**src/rtl/fpalu_issue_pkg.sv**
```systemverilog
// Shared definitions for the FPALU issue sequencer: state encoding, opcode width
// and the default watchdog length.
package fpalu_issue_pkg;

  localparam int FP_OP_W             = 5;
  localparam int FP_TIMEOUT_DEFAULT  = 64;

  typedef enum logic [1:0] {
    ST_IDLE   = 2'd0,
    ST_ISSUE  = 2'd1,
    ST_WAIT   = 2'd2,
    ST_COMMIT = 2'd3
  } fp_state_e;

endpackage

```
**src/rtl/fpalu_watchdog.sv**
```systemverilog
// Clear/enable cycle counter that flags when it reaches TIMEOUT_CYCLES-1.
module fpalu_watchdog #(
  parameter int TIMEOUT_CYCLES = 64,
  parameter int CNT_W          = 7
) (
  input  logic clk,
  input  logic rst,
  input  logic clr,
  input  logic en,
  output logic tc
);

  logic [CNT_W-1:0] cnt_q, cnt_d;

  always_comb begin
    cnt_d = cnt_q;
    if (clr)
      cnt_d = '0;
    else if (en)
      cnt_d = cnt_q + 1'b1;
  end

  always_ff @(posedge clk) begin
    if (rst)
      cnt_q <= '0;
    else
      cnt_q <= cnt_d;
  end

  assign tc = (cnt_q == CNT_W'(TIMEOUT_CYCLES - 1));

endmodule

```
**src/rtl/fpalu_issue_ctrl.sv**
```systemverilog
// Multicycle issue/stall/commit sequencer for the FPALU with a watchdog.
// Optional perf counters are enabled with `define FPALU_ISSUE_PERF_EN.
module fpalu_issue_ctrl
  import fpalu_issue_pkg::*;
#(
  parameter int TIMEOUT_CYCLES = FP_TIMEOUT_DEFAULT,
  parameter int CNT_W          = 7
) (
  input  logic               iCLK,
  input  logic               iRST,
  input  logic               iFPOp,
  input  logic [FP_OP_W-1:0] iFPControl,
  input  logic               iFPReady,
  input  logic [31:0]        iFPResult,
  input  logic               iClearErr,
  output logic               oFPStart,
  output logic [FP_OP_W-1:0] oFPControl,
  output logic               oStall,
  output logic [31:0]        oResult,
  output logic               oResultValid,
  output logic               oBusy,
  output logic               oTimeout,
  output logic [31:0]        oStallCycles,
  output logic [31:0]        oOpCount
);

  fp_state_e          state_q, state_d;
  logic               start_q, start_d;
  logic [FP_OP_W-1:0] ctrl_q, ctrl_d;
  logic [31:0]        result_q, result_d;
  logic               valid_q, valid_d;
  logic               busy_q, busy_d;
  logic               timeout_q, timeout_d;
  logic               timeout_set;
  logic               wd_tc;

  fpalu_watchdog #(
    .TIMEOUT_CYCLES(TIMEOUT_CYCLES),
    .CNT_W         (CNT_W)
  ) u_watchdog (
    .clk(iCLK),
    .rst(iRST),
    .clr(state_q == ST_ISSUE),
    .en (state_q == ST_WAIT),
    .tc (wd_tc)
  );

  always_comb begin
    state_d     = state_q;
    start_d     = 1'b0;
    valid_d     = 1'b0;
    ctrl_d      = ctrl_q;
    result_d    = result_q;
    timeout_set = 1'b0;
    unique case (state_q)
      ST_IDLE: begin
        if (iFPOp) begin
          ctrl_d  = iFPControl;
          start_d = 1'b1;
          state_d = ST_ISSUE;
        end
      end
      // Ready seen here may be left over from the previous op, so it is ignored.
      ST_ISSUE: state_d = ST_WAIT;
      ST_WAIT: begin
        if (iFPReady || wd_tc) begin
          timeout_set = !iFPReady;
          result_d    = iFPResult;
          valid_d     = 1'b1;
          state_d     = ST_COMMIT;
        end
      end
      ST_COMMIT: state_d = ST_IDLE;
      default:   state_d = ST_IDLE;
    endcase
    timeout_d = timeout_set | (timeout_q & ~iClearErr);
    busy_d    = (state_d != ST_IDLE);
  end

  always_ff @(posedge iCLK) begin
    if (iRST) begin
      state_q   <= ST_IDLE;
      start_q   <= 1'b0;
      ctrl_q    <= '0;
      result_q  <= '0;
      valid_q   <= 1'b0;
      busy_q    <= 1'b0;
      timeout_q <= 1'b0;
    end else begin
      state_q   <= state_d;
      start_q   <= start_d;
      ctrl_q    <= ctrl_d;
      result_q  <= result_d;
      valid_q   <= valid_d;
      busy_q    <= busy_d;
      timeout_q <= timeout_d;
    end
  end

  // Stall in IDLE is combinational so the PC never moves past the FP instruction.
  assign oStall       = (state_q == ST_IDLE) ? iFPOp : (state_q != ST_COMMIT);
  assign oFPStart     = start_q;
  assign oFPControl   = ctrl_q;
  assign oResult      = result_q;
  assign oResultValid = valid_q;
  assign oBusy        = busy_q;
  assign oTimeout     = timeout_q;

`ifdef FPALU_ISSUE_PERF_EN
  logic [31:0] stall_cycles_q, stall_cycles_d;
  logic [31:0] op_count_q, op_count_d;

  always_comb begin
    stall_cycles_d = stall_cycles_q + {31'd0, oStall};
    op_count_d     = op_count_q + {31'd0, valid_d};
  end

  always_ff @(posedge iCLK) begin
    if (iRST) begin
      stall_cycles_q <= '0;
      op_count_q     <= '0;
    end else begin
      stall_cycles_q <= stall_cycles_d;
      op_count_q     <= op_count_d;
    end
  end

  assign oStallCycles = stall_cycles_q;
  assign oOpCount     = op_count_q;
`else
  assign oStallCycles = '0;
  assign oOpCount     = '0;
`endif

endmodule

```
**config.mk**
```make
export PLATFORM = sky130hd
export DESIGN_NAME = fpalu_issue_ctrl
export DESIGN_NICKNAME = d
export VERILOG_FILES = /design/src/rtl/fpalu_issue_pkg.sv /design/src/rtl/fpalu_watchdog.sv /design/src/rtl/fpalu_issue_ctrl.sv
export SDC_FILE = /design/constraint.sdc
export NUM_CORES = 1
export LEC_CHECK = 0
export BUFFER_PORTS_ARGS = -buffer_cell sky130_fd_sc_hd__buf_2
export CORE_UTILIZATION = 45
export DETAILED_ROUTE_END_ITERATION = 6
export PLACE_DENSITY = 0.81
export SYNTH_ARGS = -nofsm -noshare
export SYNTH_HDL_FRONTEND = slang
export SYNTH_SLANG_ARGS = --single-unit
```
**constraint.sdc**
```tcl
create_clock -name iCLK -period 2.2 [get_ports iCLK]
set_input_delay 0.44 -clock iCLK [delete_from_list [all_inputs] [get_ports iCLK]]
set_output_delay 0.44 -clock iCLK [all_outputs]
set_load 0.02 [all_outputs]
```
Word-level counts from Yosys, hierarchy flattened --
Index checks and enable logic that the tools add are counted.
Cells by class: bitwise operators 5, multiplexer cells 8, reductions and logical operators 9, add/sub/neg operators 1, equal/unequal tests 5
Operators by type and width (count):
- $pmux 2 s4 | 1
- $add 7x1->7 const B | 1
- $eq 7x6->1 const B | 1
- $reduce_or 2->1 | 3
- $mux 1 | 5
- $eq 2x2->1 const B | 2
- $mux 2 | 2
- $reduce_and 2->1 | 2
- $not 1->1 | 3
- $eq 2x1->1 const B | 1
- $logic_not 2->1 | 1
- $ne 2x2->1 const B | 1
- $reduce_bool 2->1 | 1
- $and 1x1->1 | 1
- $logic_not 1->1 | 1
- $logic_or 1x1->1 | 1
- $or 1x1->1 | 1
Storage, ports and cells: register bits 50, output and inout port bits 106, word-level logic and storage cells 36

Longest topological paths before layout --
Gate-level depths: netlist (run 1).
depth after elaboration 5, depth in mapped cells 8, gate-level depth less buffers 5

By module --
A second synthesis (run 1) with hierarchy kept.
Unflattened totals: cell total of the unflattened synthesis 289, area, all modules 2356.0 um^2
By module, submodules not included:
- fpalu_issue_ctrl | cells an instance 255, times used 1, area an instance 2052.0 um^2, seq. area each 860.8 um^2
- fpalu_watchdog | cells an instance 34, times used 1, area an instance 304.0 um^2, seq. area each 140.1 um^2

Worst setup path after synthesis (run 1) --
No wires, ideal clock.
path type reg2out, start reg state_q[0], end out oStall, arrival time 1290 ps, required time 1760 ps, path buffers 1, stages on the path, launching flop included 5, slack 470 ps, path through dfxtp_1 inv_1 ha_1 clkbuf_1 o21ai_0
On the way: cells in the longest elaborated chain, start to end 2
RTL lines:
- start, declared | line fpalu_issue_ctrl.sv:27 | fp_state_e state_q, state_d;
- start signal, assigned | line fpalu_issue_ctrl.sv:90 | state_q <= state_d;
- $ne 2x2->1 / $logic_not 2->1 (equally long branches) | line fpalu_issue_ctrl.sv:101 | assign oStall = (state_q == ST_IDLE) ? iFPOp : (state_q != ST_COMMIT);
- $mux 1 * | line fpalu_issue_ctrl.sv:101
- end, declared | line fpalu_issue_ctrl.sv:18 | output logic oStall,
Mark *: on every way between the ends. The rest lies on a longest branch, timed or not.

Worst setup path in the final report (run 1) --
Ends and elaborated chain as after synthesis.

==> metrics.txt, run 1 <==
worst hold path class in -> reg; drt drc 0; DP HPWL 3252 um; Leakage 1.671 nW; first-pass GRT wire length 6624 um; crit path cell chain inv_1 -> ha_1 -> nand2_1 -> o21ai_0 -> buf_2; Placed Cells 432; Worst Path Arrival 1600 ps; mapped cell area 0.002715 mm^2; critical path launch point type flop; area of the multi-input gates 0.001346 mm^2; synthesized area per cell 9.362 um^2; CP endpoint kind primary output; gr ovfl total 0; Slew headroom 0.6388; CTS root buf clkbuf_8; die height 79.68 um; PD cells 930.8 mW/mm^2; area growth from synthesis to layout 12.03%; n_diodes 0; clk buf depth 2; core area 0.005675 mm^2; First-pass DRT Iterations 4; H-Tree Depth 2; Fmax 489.5 MHz; MaxCap Viol Count 0; setup TNS 0 ps; Worst Path Required 1760 ps; # clock sinks 50; Worst Skew 2.091 ps; initial core utilization 0.4784; final net count 414; Synth cell types 30; Syn Inst Count 290; Final ANT Viol Nets 0; status finished, final reports clean; layout cell share with drive strength beyond 1 0.2717; number of DRC markers in iteration 0 79; Ports 148; Synth Flop Type dfxtp_1; Slew Limit Fails 0; final core utilization 0.5359; initial antenna violation count 0; average vias per placed instance 4.273; clk_lat worst skew 300 ps; Slowest cell on crit path dfxtp_1; Yosys reg bits 50; number of port buffers 83; register area 0.001001 mm^2; Total Wirelength 4398 um; critical path type reg -> out; cts repair resizes 0; max incr delay on CP 410 ps; FILL cells 533; routability cong. 0.7607; via count 1880; gr usage total 0.1329; RSZ-0062 raised after global routing no; largest net degree at the start of global routing 45; drt wl/cell 9.995 um; Setup-failing EPs final 0; Worst Path Max Fanout 9; die width 79.68 um; Period minus WS final 2043 ps; clk slew on worst S/H paths 90 ps; Std-Cell Rows 27; Yosys Warn Count 0; Async SR Flop Fraction 0; final count of hold timing violations 0; sequential area share after synthesis 0.3687; final cell count without fillers 440; Worst-Margin Slew 541.8 ps; number of flops mapped to enable cells by yosys 0; # Post-CTS Setup Buffers 0; vias in the first global route 1560; die area 0.006348 mm^2; final critical-path share of the clock period 0.9285; Place WS 344.9 ps; post-layout worst setup margin 157.3 ps; CTS tree yes; worst vdd ir 327.2 uV; cts bufs inserted 5; cts hold-fix bufs 0; Hold WS 383.4 ps
## worst max-delay path, delay by kind of cell, from the launching register on
kind            cells  cell delay (ps)
flops               1              410
fa+ha+maj           1              290
buf+inv             2              260
simple gates        1              230
compound gates      1              110
## per-stage QoR
step	instance area [um^2]	total power, W
detailed placement	2899	0.002070
global route	3042	0.002981
finish	3042	0.002831
CTS	3042	0.002859
global placement	2899	0.002049
floorplan	2952	0.001966
## final timing paths
path / cells after the start / endpoint / from / slack (ps)
hold reg to reg: 2 / oFPControl[4] / oFPControl[4] / 470
hold / removal: 3 / oResult[16] / iFPResult[16] / 380
setup / recovery: 5 / oStall / state_q[0] / 160
setup reg to reg: 6 / oResult[14] / state_q[0] / 330
## area by class of cell
type                            count  area share
Clock buffer                        6     0.02715
Tap cell                           72     0.02962
Multi-Input combinational cell    221      0.4426
Inverter                            3    0.003702
Timing Repair Buffer               86      0.1481
Clock inverter                      2     0.01974
Sequential cell                    50      0.3291
## power breakdown
group	internal (W)	switching, W
Clock	0.000485	0.000296
Sequential	0.00104	0.0000772
Combinational	0.000348	0.000583
Total	0.00188	0.000956
## Yosys cell counts (5+ instances only)
master	count	area, um^2
nand2_1	9	33.78
buf_4	64	480.5
clkbuf_1	10	37.54
nand2b_1	66	412.9
a21oi_1	7	35.03
dfxtp_1	50	1001
ha_1	5	62.56
nor2_1	11	41.29
mux2i_1	33	330.3
nand3_1	5	25.02
## cell families (layout without fill, tap and decap cells)
family	after synthesis	after routing	share of synthesized area
adder cells (fa/ha/maj)	5	5	0.02304
other	1	64	0.001381
XOR/XNOR	4	4	0.01291
multiplexers	33	33	0.1217
AND/OR/NAND/NOR	100	100	0.2143
buffers and inverters	82	97	0.2230
AO/OA/AOI/OAI	15	15	0.03502
flip-flops	50	50	0.3687
## cell usage in the layout (no fill, tap or decap), types with 2 or more instances in the layout
cell,count
a21oi_1,7
buf_2,83
buf_4,2
bufinv_16,2
clkbuf_8,6
conb_1,64
dfxtp_1,50
ha_1,5
inv_1,3
mux2i_1,33
nand2_1,9
nand2b_1,66
nand3_1,5
nand4_1,2
nor2_1,11
nor2b_1,2
o21ai_0,3
xnor2_1,2
xor2_1,2
## state kept, by name, indices dropped and copies added, names as in the netlist
register          flops
oFPControl            5
u_watchdog.cnt_q      7
oBusy                 1
oResult              32
oTimeout              1
state_q               2
oResultValid          1
oFPStart              1
## routing by layer
metal	wire, um	global-route usage	share of wire
met5	0	0	0
met4	76	0.05273	0.017
met3	357	0.04229	0.081
met2	2199	0.2350	0.50
met1	1763	0.1460	0.40
Note: power is estimated with default switching activity, not from simulation.
==> run 2, diff against run 1 <==
- CORE_UTILIZATION: 45 -> 41
- PLACE_DENSITY: 0.81 -> 0.77
- clock period: 2.2 -> 1.8 ns (I/O delays scaled with it)
==> metrics.txt, run 2 (synthesis gave the netlist of run 1 again) <==
status finished, final reports clean; clk slew on worst S/H paths 90 ps (about the same); First-pass DRT Iterations 4 (unchanged); gr ovfl total 0 (unchanged); setup TNS 0 ps (unchanged); die height 83.38 um (+4.6%); clk_lat worst skew 290 ps (about the same); average vias per placed instance 4.287 (+0.33%); # clock sinks 50 (unchanged); RSZ-0062 raised after global routing no; Total Wirelength 4372 um (-0.59%); PD cells 1097 mW/mm^2 (+18%); MaxCap Viol Count 0 (unchanged); Worst Path Required 1440 ps (-320 ps); gr usage total 0.1285 (-0.004453); CTS tree yes; via count 1912 (+1.7%); final net count 415 (+0.24%); Std-Cell Rows 29 (+7.4%); worst vdd ir 523.1 uV (+60%); Hold Path Cell Cnt 3 (unchanged); die width 83.38 um (+4.6%); n_diodes 0 (unchanged); first-pass GRT wire length 7472 um (+13%); cts bufs inserted 5 (unchanged); critical path launch point type flop; CP endpoint kind primary output; Hold WS 310.2 ps (-73.28 ps); clk buf depth 2 (unchanged); initial core utilization 0.4252 (-0.05324); Period minus WS final 1655 ps; Fmax 604.3 MHz; die area 0.006951 mm^2 (+9.5%); Ports 148 (unchanged); routability cong. 0.7369 (-3.1%); commonest non-fill, non-tap cell in the layout buf_2; Largest register FFs 32 (unchanged); Worst Path Max Fanout 9 (unchanged); vias in the first global route 1735 (+11%); commonest non-fill, non-tap cells in the layout buf_2, nand2b_1, conb_1; Worst Skew 6.455 ps (+4.364 ps); number of DRC markers in iteration 0 50 (-37%); worst hold path class in -> reg; drt wl/cell 9.803 um (-1.9%); Final ANT Viol Nets 0 (unchanged); cts hold-fix bufs 0 (unchanged); CTS root buf clkbuf_8; layout cell share with drive strength beyond 1 0.2791 (+0.007394); critical path type reg -> out; Slew Limit Fails 0 (unchanged); Setup-failing EPs final 0 (unchanged); final critical-path share of the clock period 0.9193; Leakage 1.660 nW (-0.65%); area growth from synthesis to layout 12.40%; R2R cell count 5 (-1); initial antenna violation count 0 (unchanged); number of port buffers 83 (unchanged); DP HPWL 3193 um (-1.8%); Worst Path Arrival 1290 ps (-310 ps); H-Tree Depth 2 (unchanged); drt drc 0 (unchanged); final count of hold timing violations 0 (unchanged); largest net degree at the start of global routing 34 (-24%); core area 0.006386 mm^2 (+13%)
[run 2: what timing repair did]
item,in CTS,in global routing
gates resized for setup,1,3
setup buffers,0,0
setup endpoints to repair,1,23
[run 2: critical path, stage by stage (launching register included)]
cell and delay (ps):
dfxtp_2 350, inv_1 120, ha_4 200, nand2_1 80, o21ai_0 70, buf_2 180
[run 2: final cells by class]
type,instances,area [um^2]
fillers,622,3334
well taps,77,96.34
clock inverters,2,37.54
flip-flops and latches,50,1002
multi-input cells,221,1361
repair buffers,87,470.5
inverters,3,11.26
clock buffers,6,72.57
[run 2: final timing paths]
check | start | endpoint | slack, ps
worst max-delay path | state_q[0] | oStall | 150
worst min-delay path | iFPControl[3] | oFPControl[3] | 310
worst max register to register | u_watchdog.cnt_q[0] | oResult[13] | 150
worst min register to register | oFPControl[4] | oFPControl[4] | 460
[run 2: layer usage]
metal  track usage  part of all wire  vias up
li1              -                 -      956
met1        0.1486              0.43      871
met2        0.2347              0.50       81
met3       0.02883             0.061        4
met4       0.03762            0.0059        0
met5             0                 0        -
[run 2: stage by stage]
step | power (W) | instance area [um^2] | utilization | setup WS [ps] | std cells
6_report | 0.003348 | 3052 | 0.4779 | 145.3 | 446
5_1_grt | 0.003572 | 3052 | 0.4779 | 52.32 | 446
4_1_cts | 0.003361 | 3038 | 0.4757 | 64.95 | 446
3_5_place_dp | 0.002560 | 2925 | 0.4581 | 115.3 | 438
3_3_place_gp | 0.002527 | 2925 | 0.4581 | 176.0 | 438
2_1_floorplan | 0.002403 | 2952 | - | 150.2 | 353
[run 2: power breakdown]
group | internal (W) | switching, W
combinational | 0.000471 | 0.000734
clock | 0.000415 | 0.000357
sequential | 0.00128 | 0.0000944
==> run 3, diff against run 2 <==
- CORE_UTILIZATION: 41 -> 38
- PLACE_DENSITY: 0.77 -> 0.75
- SYNTH_HIERARCHICAL: default -> 1
==> metrics.txt, run 3 <==
# clock sinks 50 (unchanged); clock power share 0.246 (+0.016); mapped cell area 0.002356 mm^2 (-13%); R2R cell count 7 (+2); n_diodes 0 (unchanged); status finished, final reports clean; final count of hold timing violations 0 (unchanged); Total Wirelength 4257 um (-2.6%); PD cells 1160 mW/mm^2 (+5.7%); average vias per placed instance 4.273 (-0.34%); min-delay src iFPResult[24]; area growth from synthesis to layout 15.88%; Final ANT Viol Nets 0 (unchanged); clk buf depth 2 (unchanged); final critical-path share of the clock period 0.9375 (+0.01817); cell taking the most area after synthesis dfxtp_1; Total Power 0.003166 W (-5.4%); cts bufs inserted 5 (unchanged); first-pass GRT wire length 6789 um (-9.1%); MaxCap Viol Count 0 (unchanged); Comb power frac 0.328 (-0.032); initial antenna violation count 0 (unchanged); Ports 148 (unchanged); top-area cell type share of the netlist area 0.4249 (+0.05619); Hold Path Sink oResult[24]; First-pass DRT Iterations 4 (unchanged); CTS root buf clkbuf_8; largest net degree at the start of global routing 34 (unchanged); sequential area share after synthesis 0.4249 (+0.05619); final net count 416 (+0.24%); Period minus WS final 1687 ps (+32.70 ps); Largest register FFs 32 (unchanged); RSZ-0062 raised after global routing no; setup TNS 0 ps (unchanged); Hold Path Cell Cnt 3 (unchanged); H-Tree Depth 2 (unchanged); Syn Inst Count 289 (-0.34%); DP HPWL 3205 um (+0.38%); number of port buffers 83 (unchanged); Std-Cell Rows 28 (-3.4%); worst hold path class in -> reg; gr usage total 0.1347 (+0.006192); commonest non-fill, non-tap cells in the layout buf_2, nand2_1, conb_1; Fmax 592.6 MHz (-1.9%); worst vdd ir 599.0 uV (+15%); clk_lat worst skew 290 ps (about the same); sequential share of power 0.425 (+0.015); drt wl/cell 9.588 um (-2.2%); CP endpoint kind primary output; clk slew on worst S/H paths 90 ps (about the same); layout cell share with drive strength beyond 1 0.2764 (-0.002710); most common cell in the synthesized netlist nand2_1; # Post-CTS Setup Buffers 0 (unchanged); Sw Ratio 0.3583 (+0.004441); Synth cell types 29 (-3.3%); Worst Path Required 1440 ps (about the same); die height 80.74 um (-3.2%); post-layout worst setup margin 112.6 ps (-32.70 ps); drt drc 0 (unchanged); number of DRC markers in iteration 0 44 (-12%); Post-synth top cells nand2_1, buf_4, dfxtp_1, a21oi_1, nor2_1; Yosys reg bits 50 (unchanged); switching power total 0.001135 W (-4.3%); synthesized area per cell 8.152 um^2 (-13%); die area 0.006519 mm^2 (-6.2%); critical path type reg -> out; Worst Path Max Fanout 5 (-4); CTS tree yes; via count 1897 (-0.78%); number of flops mapped to enable cells by yosys 0 (unchanged); Worst Skew 7.211 ps (+0.7559 ps); commonest non-fill, non-tap cell in the layout buf_2; largest cells by area after synthesis dfxtp_1, buf_4, nand2_1; FF-to-FF End oResult[31]; die width 80.74 um (-3.2%); routability cong. 0.7656 (+3.9%); Synth Flop Type dfxtp_1; core area 0.005956 mm^2 (-6.7%); Hold WS 294.0 ps (-16.21 ps); Leakage 1.309 nW (-21%); vias in the first global route 1576 (-9.2%); Yosys Warn Count 6 (+6); Async SR Flop Fraction 0 (unchanged); Slew Limit Fails 0 (unchanged); Reg2Reg Setup Slack 150 ps (about the same); Place WS 113.7 ps (-1.658 ps); critical path launch point type flop; gr ovfl total 0 (unchanged); Internal Power 0.002032 W (-6.1%); Worst Path Arrival 1330 ps (+40 ps); Setup-failing EPs final 0 (unchanged); initial core utilization 0.3956 (-0.02957); R2R Path Start u_watchdog/cnt_q[0]
[run 3: cell types whose count changed after synthesis, sizes merged, moves of 2 or more]
cell / change
nand3: +2
buf: +3
nand2b: -65
nand2: +61
a21oi: +33
clkbuf: -3
nor2: -2
mux2i: -31
[run 3: per-stage QoR]
stage / instance area [um^2] / util / std cells
floorplan: 2592 / - / 352
global placement: 2611 / 0.4384 / 436
detailed placement: 2611 / 0.4384 / 436
CTS: 2724 / 0.4574 / 444
global route: 2730 / 0.4584 / 444
finish: 2730 / 0.4584 / 444
[run 3: cell families after synthesis]
logic type | synth area share
AND/OR/NAND/NOR | 0.1763
buffers and inverters | 0.2395
flip-flops | 0.4249
AO/OA/AOI/OAI | 0.1025
adder cells (fa/ha/maj) | 0.03186
XOR/XNOR | 0.01487
multiplexers | 0.008497
other | 0.001592
[run 3: cell type report]
| cell class | instances | area, um^2 |
|---|---|---|
| clock buffers | 5 | 68.82 |
| well taps | 75 | 93.84 |
| fillers | 617 | 3226 |
| flip-flops and latches | 50 | 1002 |
| inverters | 3 | 11.26 |
| repair buffers | 88 | 478.0 |
| clock inverters | 3 | 43.79 |
| multi-input cells | 220 | 1032 |
[run 3: worst max-delay path, cell delays in order, from the launching register on]
cell and delay, ps:
dfxtp_2 380, inv_1 100, ha_1 230, mux2i_1 150, buf_2 180
[run 3: routing by layer]
metal	track usage	vias up	routed length, um	share of wire
met3	0.03596	7	278	0.065
met1	0.1639	852	1808	0.42
met5	0	-	0	0
li1	-	950	-	-
met4	0.04286	0	42	0.0099
met2	0.2305	88	2128	0.50
[run 3: worst max-delay path by stage]
stage	start	end	slack, ps	cells after the start
after floorplan	state_q[0]	oStall	200	4
after global placement	u_watchdog/cnt_q[0]	oResult[3]	180	7
after detailed placement	u_watchdog/cnt_q[0]	oResult[1]	110	7
after CTS	state_q[0]	oStall	2	4
after global routing	u_watchdog/cnt_q[2]	oResult[27]	10	7
final	state_q[0]	oStall	110	4
[run 3: power groups by stage]
stage                     Clock (W)  Combinational, W  Sequential (W)
after global placement            0           0.00104         0.00137
final                      0.000780           0.00104         0.00135
after floorplan                   0          0.000695         0.00151
after detailed placement          0           0.00105         0.00137
after CTS                  0.000822           0.00105         0.00135
after global routing       0.000867           0.00116         0.00137
[run 3: timing repair]
action,4_1_cts,5_1_grt
endpoints found under the setup margin,0,33
gates resized for setup,0,2
hold buffers,0,0
